**config.mk**
```make
export PLATFORM = sky130hd
export DESIGN_NAME = fare_accum_flat
export DESIGN_NICKNAME = d
export VERILOG_FILES = /design/src/rtl/fare_accum_if.sv /design/src/rtl/fare_accum.sv /design/src/flat_wrapper.sv
export SDC_FILE = /design/constraint.sdc
export NUM_CORES = 1
export LEC_CHECK = 0
export ABC_AREA = 1
export CAP_MARGIN = 30
export CORE_MARGIN = 5
export CORE_UTILIZATION = 35
export CTS_BUF_LIST = sky130_fd_sc_hd__clkbuf_16
export DETAILED_ROUTE_END_ITERATION = 16
export HOLD_SLACK_MARGIN = 0.03
export PLACE_DENSITY = 0.66
export SYNTH_ARGS = -nofsm -noshare
export SYNTH_HDL_FRONTEND = slang
export SYNTH_SLANG_ARGS = --single-unit
```
**constraint.sdc**
```tcl
create_clock -name clk -period 8.5 [get_ports clk]
set_clock_uncertainty 0.1 [all_clocks]
set_input_delay 1.7 -clock clk [delete_from_list [all_inputs] [get_ports clk]]
set_output_delay 1.7 -clock clk [all_outputs]
set_load 0.02 [all_outputs]
```
**src/rtl/fare_accum_if.sv**
```systemverilog
// Bus between the taximeter configuration stage (master) and the fare
// accumulator (slave): per-unit increments in, running distance/fare out.
interface fare_accum_if;
  // Handshake: tick is the only strobe. add_len/add_cost are sampled on the
  // edge that closes a tick=1 cycle and must be stable there; there is no
  // valid/ready pair and no backpressure, the slave paces the master.
  logic        conf;
  logic        clear;
  logic [11:0] init_cost;
  logic        add_len;
  logic [11:0] add_cost;
  logic        tick;
  logic [11:0] new_len;
  logic [11:0] new_cost;
  logic        ovf;

  modport master (
    output conf, clear, init_cost, add_len, add_cost,
    input  tick, new_len, new_cost, ovf
  );

  modport slave (
    input  conf, clear, init_cost, add_len, add_cost,
    output tick, new_len, new_cost, ovf
  );
endinterface

```
**src/rtl/fare_accum.sv**
```systemverilog
// Running distance/fare accumulator (3-digit packed BCD) with the distance-tick
// prescaler. Optional macro FARE_SAT_EN: clamp at 999 and freeze instead of wrapping.
module fare_accum #(
  parameter int          TICK_DIV  = 50,
  parameter logic [11:0] INIT_COST = 12'h009
) (
  input  logic        clk,
  input  logic        reset,
  fare_accum_if.slave bus,
  output logic [1:0]  state_dbg
);

`ifdef FARE_SAT_EN
  localparam bit SAT_EN = 1'b1;
`else
  localparam bit SAT_EN = 1'b0;
`endif

  localparam logic [11:0] CNT_MAX = 12'(TICK_DIV - 1);

  typedef enum logic [1:0] {
    S_IDLE = 2'd0,
    S_RUN  = 2'd1,
    S_SAT  = 2'd2
  } state_t;

  state_t      state;
  state_t      state_nxt;
  logic [11:0] cnt;
  logic [12:0] len_sum;
  logic [12:0] cost_sum;
  logic        any_ovf;
  logic        do_add;
  logic        cnt_en;
  logic        cnt_wrap;
  logic        tick_nxt;

  // Digit-serial BCD add with +6 correction; bit 12 is the carry out of digit 2.
  function automatic logic [12:0] bcd_add(input logic [11:0] a, input logic [11:0] b);
    logic [4:0]  s;
    logic        c;
    logic [11:0] r;
    c = 1'b0;
    r = '0;
    for (int d = 0; d < 3; d++) begin
      s = {1'b0, a[d*4 +: 4]} + {1'b0, b[d*4 +: 4]} + {4'd0, c};
      if (s > 5'd9) begin
        s = s + 5'd6;
        c = 1'b1;
      end else begin
        c = 1'b0;
      end
      r[d*4 +: 4] = s[3:0];
    end
    return {c, r};
  endfunction

  assign len_sum   = bcd_add(bus.new_len, {11'd0, bus.add_len});
  assign cost_sum  = bcd_add(bus.new_cost, bus.add_cost);
  assign any_ovf   = len_sum[12] | cost_sum[12];
  assign state_dbg = state;

  always_ff @(posedge clk or negedge reset) begin
    if (!reset) state <= S_IDLE;
    else        state <= state_nxt;
  end

  always_comb begin
    state_nxt = state;
    if (bus.clear) begin
      state_nxt = bus.conf ? S_RUN : S_IDLE;
    end else begin
      case (state)
        S_IDLE: if (bus.conf) state_nxt = S_RUN;
        // An overflowing tick locks into SAT even if conf drops in the same cycle.
        S_RUN: begin
          if (SAT_EN && bus.tick && any_ovf) state_nxt = S_SAT;
          else if (!bus.conf)                state_nxt = S_IDLE;
        end
        S_SAT:   state_nxt = S_SAT;
        default: state_nxt = S_IDLE;
      endcase
    end
  end

  always_comb begin
    do_add   = bus.tick && (state == S_RUN) && !bus.clear;
    cnt_en   = ((state == S_RUN) && bus.conf) || (state == S_SAT);
    cnt_wrap = (cnt == CNT_MAX);
    tick_nxt = cnt_en && cnt_wrap && !bus.clear;
  end

  always_ff @(posedge clk or negedge reset) begin
    if (!reset) begin
      cnt          <= '0;
      bus.tick     <= 1'b0;
      bus.new_len  <= 12'h000;
      bus.new_cost <= INIT_COST;
      bus.ovf      <= 1'b0;
    end else if (bus.clear) begin
      cnt          <= '0;
      bus.tick     <= 1'b0;
      bus.new_len  <= 12'h000;
      bus.new_cost <= bus.init_cost;
      bus.ovf      <= 1'b0;
    end else begin
      bus.tick <= tick_nxt;
      cnt      <= (!cnt_en || cnt_wrap) ? 12'd0 : cnt + 12'd1;
      if (do_add) begin
        // Each register clamps independently; the non-overflowing one still adds.
        bus.new_len  <= (SAT_EN && len_sum[12])  ? 12'h999 : len_sum[11:0];
        bus.new_cost <= (SAT_EN && cost_sum[12]) ? 12'h999 : cost_sum[11:0];
        if (any_ovf) bus.ovf <= 1'b1;
      end
    end
  end

endmodule

```
**src/flat_wrapper.sv**
```systemverilog
// flat-port wrapper written by rule: the top's interface ports become plain ports
module fare_accum_flat 
#(
  parameter int          TICK_DIV  = 50,
  parameter logic [11:0] INIT_COST = 12'h009
)
  (clk, reset, state_dbg, bus_conf, bus_clear, bus_init_cost, bus_add_len, bus_add_cost, bus_tick, bus_new_len, bus_new_cost, bus_ovf);
  fare_accum_if bus_i ();
  input  logic clk;
  input  logic reset;
  output logic [1:0] state_dbg;
  input wire logic [$bits(bus_i.conf)-1:0] bus_conf;
  input wire logic [$bits(bus_i.clear)-1:0] bus_clear;
  input wire logic [$bits(bus_i.init_cost)-1:0] bus_init_cost;
  input wire logic [$bits(bus_i.add_len)-1:0] bus_add_len;
  input wire logic [$bits(bus_i.add_cost)-1:0] bus_add_cost;
  output wire logic [$bits(bus_i.tick)-1:0] bus_tick;
  output wire logic [$bits(bus_i.new_len)-1:0] bus_new_len;
  output wire logic [$bits(bus_i.new_cost)-1:0] bus_new_cost;
  output wire logic [$bits(bus_i.ovf)-1:0] bus_ovf;
  assign bus_i.conf = bus_conf;
  assign bus_i.clear = bus_clear;
  assign bus_i.init_cost = bus_init_cost;
  assign bus_i.add_len = bus_add_len;
  assign bus_i.add_cost = bus_add_cost;
  assign bus_tick = bus_i.tick;
  assign bus_new_len = bus_i.new_len;
  assign bus_new_cost = bus_i.new_cost;
  assign bus_ovf = bus_i.ovf;
  fare_accum #(.TICK_DIV(TICK_DIV), .INIT_COST(INIT_COST)) u_core (.clk(clk), .reset(reset), .bus(bus_i), .state_dbg(state_dbg));
endmodule
```
==> qor.log <==
INFO  floorplan      die_height=102um
INFO  cts            ctsResizeCount=0
INFO  logic_synthesis dominantRegCellSynth=sky130_fd_sc_hd__dfrtp_1
INFO  power          leakage=0.00185uW
INFO  timing         tightest_slew=0.624ns
INFO  floorplan      die-area=0.0105mm2
INFO  layout         design.final.nets=501
INFO  setup_path     required=8.56ns
INFO  routing        firstDrtPassIters=4
INFO  timing         unrepaired_setup_endpoints_after_global_routing=no
INFO  setup_path     crit_path_top_delay_cell=sky130_fd_sc_hd__clkdlybuf4s50_1
INFO  setup_path     worst-path-max-fanout=6
INFO  layout         post-route-util=0.460
INFO  floorplan      ioPinCount=57
INFO  setup_path     worst-r2r-setup-slack=2.86ns
INFO  logic_synthesis synthSimpleGateAreaFrac=0.307
INFO  run_status     outcome=completed
INFO  timing         timing.setup.tns=0ns
INFO  routing        routed_wl=6.99mm
INFO  routing        drt-initial-drc-count=68
INFO  timing         setup_viol=0
INFO  setup_path     worst_setup_path_end_kind=register
INFO  placement      post_dp_cell_area=0.00364mm2
INFO  hold_path      hold_path_class=register to register
INFO  global_route   overflow=0
INFO  timing         report.final.slew_viol_count=0
INFO  cts            clock_tree.htree_level_count=2
INFO  logic_synthesis synthMuxAreaShare=0
INFO  cts            cts_setup_buffers=0
INFO  logic_synthesis synth_xor_xnor_area_share=0.0395
INFO  cts            clkSinkCount=40
INFO  logic_synthesis synth-compound-area-share=0.0832
INFO  layout         mostFrequentLayoutCell=sky130_fd_sc_hd__nand2_1
INFO  routing        route.detailed.wl_per_inst=12.8um
INFO  layout         mostFrequentLayoutCells=sky130_fd_sc_hd__nand2_1 (94), sky130_fd_sc_hd__clkdlybuf4s50_1 (55), sky130_fd_sc_hd__nand3_1 (52)
INFO  timing         finalCritPeriodShare=0.819
INFO  floorplan      floorplan.rows=33
INFO  logic_synthesis synth_fa_ha_area_frac=0.155
INFO  setup_path     max_stage_delay=0.46ns
INFO  timing         max_freq=144MHz
INFO  logic_synthesis synth_top_family_by_area=simple AND/OR/NAND/NOR gates
INFO  routing        routed-via-count=2,649
INFO  logic_synthesis post_synth_arst_share=1.00
INFO  placement      port_buffers=56
INFO  timing         post-route-min-period=6.96ns
INFO  timing         max_slew_margin=0.583
INFO  placement      place_hpwl=5.42mm
INFO  cts            cts-root-buf=sky130_fd_sc_hd__clkbuf_16
INFO  logic_synthesis synth-warning-count=0
INFO  power          vdd_ir_drop_max=0.0754mV
INFO  floorplan      die_width=102um
INFO  logic_synthesis mappedNetlistNets=442
INFO  cts            cts.hold.buffers_added=0
INFO  routing        antenna_violating_nets_post_route=0
INFO  global_route   grt_start_max_net_pins=41
INFO  job            maxCapViolations=0
INFO  routing        remaining_drc_errors=0
INFO  global_route   antenna_found_initial=0
INFO  layout         antenna-diode-count=0
INFO  setup_path     start_kind=input pin
INFO  placement      place_congestion=0.768
INFO  layout         area.growth.synth_to_final=27.6%
INFO  global_route   grt_pass1_vias=2,561
INFO  logic_synthesis synth_sequential_area_ratio=0.337
INFO  floorplan      floorplan.core_area=0.00826mm2
INFO  logic_synthesis postSynthCellCount=379
INFO  layout         fillerInstances=829
INFO  logic_synthesis synth_enable_flop_cells=0
INFO  power          cellPowerDensity=148mW/mm2
INFO  logic_synthesis postSynthAreaPerCell=7.86um2
INFO  layout         layout-drive-gt1-share=0.0820
INFO  global_route   global_route_wire_length_before_repair=11.5mm
INFO  cts            clock_slew_at_reported_path_ffs=0.06ns
INFO  power          p_total=563uW
INFO  logic_synthesis synth.cell_area=0.00298mm2
INFO  layout         final_design_area_no_fill=0.00380mm2
INFO  floorplan      floorplan.initialDensity=0.361
INFO  global_route   groute.usage.overall=0.137
INFO  logic_synthesis yosys_register_bits=40
INFO  cts            clk_latency=0.28ns
INFO  cts            cts-root-to-sink-buffers=2
INFO  cts            cts_tree=yes
INFO  timing         final_hold_viols=0
INFO  setup_path     worstSetupPathType=input pin to register
INFO  routing        vias_per_cell=4.87
INFO  logic_synthesis netlist-cell-type-count=34
INFO  cts            numCtsBuffers=5
INFO  setup_path     critical_path.most_common_cell=sky130_fd_sc_hd__nand2_1
INFO  setup_path     worst_ep_arrival_time=7.02ns
-- flip-flops by register name, indices dropped and copies added (netlist names) --
name,cells
u_core.cnt,12
u_core.bus.tick,1
u_core.bus.new_len,12
u_core.bus.new_cost,12
u_core.state_dbg,2
u_core.bus.ovf,1
-- synth_stat cells, types with 3 or more instances --
cell type | number | area share
sky130_fd_sc_hd__a21oi_1 | 7 | 0.012
sky130_fd_sc_hd__a22o_1 | 10 | 0.029
sky130_fd_sc_hd__buf_2 | 3 | 0.0050
sky130_fd_sc_hd__clkinv_1 | 6 | 0.0076
sky130_fd_sc_hd__dfrtp_1 | 38 | 0.32
sky130_fd_sc_hd__fa_1 | 5 | 0.034
sky130_fd_sc_hd__ha_1 | 29 | 0.12
sky130_fd_sc_hd__inv_1 | 43 | 0.054
sky130_fd_sc_hd__inv_2 | 5 | 0.0063
sky130_fd_sc_hd__nand2_1 | 94 | 0.12
sky130_fd_sc_hd__nand2_2 | 7 | 0.015
sky130_fd_sc_hd__nand3_1 | 52 | 0.087
sky130_fd_sc_hd__nand3_2 | 6 | 0.020
sky130_fd_sc_hd__nor2_1 | 27 | 0.034
sky130_fd_sc_hd__nor3_1 | 5 | 0.0084
sky130_fd_sc_hd__o21ai_0 | 3 | 0.0050
sky130_fd_sc_hd__o21ai_1 | 5 | 0.0084
sky130_fd_sc_hd__o21bai_1 | 5 | 0.013
sky130_fd_sc_hd__xnor2_1 | 3 | 0.0088
sky130_fd_sc_hd__xnor2_2 | 4 | 0.022
sky130_fd_sc_hd__xor2_1 | 3 | 0.0088
-- metrics by stage --
step | setup WS (ns) | hold WS (ns) | cells
global route | 1.16 | 0.428 | 544
global placement | 1.47 | 0.386 | 535
floorplan | 2.13 | 0.374 | 379
detailed placement | 1.28 | 0.389 | 535
finish | 1.54 | 0.395 | 544
CTS | 1.56 | 0.399 | 543
-- critical path: cells and delay by family --
kind | cells | cell delay (ns)
xor+xnor | 1 | 0.34
compound gates | 2 | 0.30
simple gates | 13 | 1.29
buf+inv | 7 | 0.89
fa+ha+maj | 9 | 2.49
-- area by class of cell --
class / instances / area [um2] / share of cell area
multi-input combinational: 279 / 1740 / 0.458
sequential: 40 / 1000 / 0.264
timing repair buffer: 58 / 583 / 0.153
inverter: 54 / 203 / 0.0534
tap: 105 / 131 / 0.0346
clock buffer: 5 / 125 / 0.0329
clock inverter: 3 / 11.3 / 0.00296
-- metal layers --
layer / share of wire / GRT usage / routed length, um
met1: 0.46 / 0.177 / 3220
met2: 0.49 / 0.238 / 3410
met3: 0.046 / 0.0294 / 320
met4: 0.0057 / 0.0242 / 40
met5: 0 / 0 / 0
-- path summary, 6_finish.rpt --
kind,endpoint,depth (start not counted),startpoint
setup / recovery,u_core.bus.ovf,32,bus_add_cost[0]
min in group asynchronous,u_core.bus.new_cost[2],2,reset
hold / removal,u_core.bus.new_cost[0],2,u_core.bus.new_cost[0]
setup reg to reg,u_core.bus.ovf,31,u_core.bus.new_cost[0]
max in group asynchronous,u_core.bus.new_cost[0],2,reset
hold reg to reg,u_core.bus.new_cost[0],2,u_core.bus.new_cost[0]
-- cell families (layout without fill, tap and decap cells) --
family          after synthesis  after routing
compound gates               36             36
xor+xnor                     10             10
fa+ha+maj                    34             34
buf+inv                      60            120
flops                        40             40
simple gates                199            199
-- power breakdown --
part	internal [uW]	total, uW	switching [uW]
Combinational	74.9	178	103
Sequential	198	205	6.76
Clock	106	180	74.2
Total	378	563	184
No activity file was read; power rests on OpenSTA's default activity.
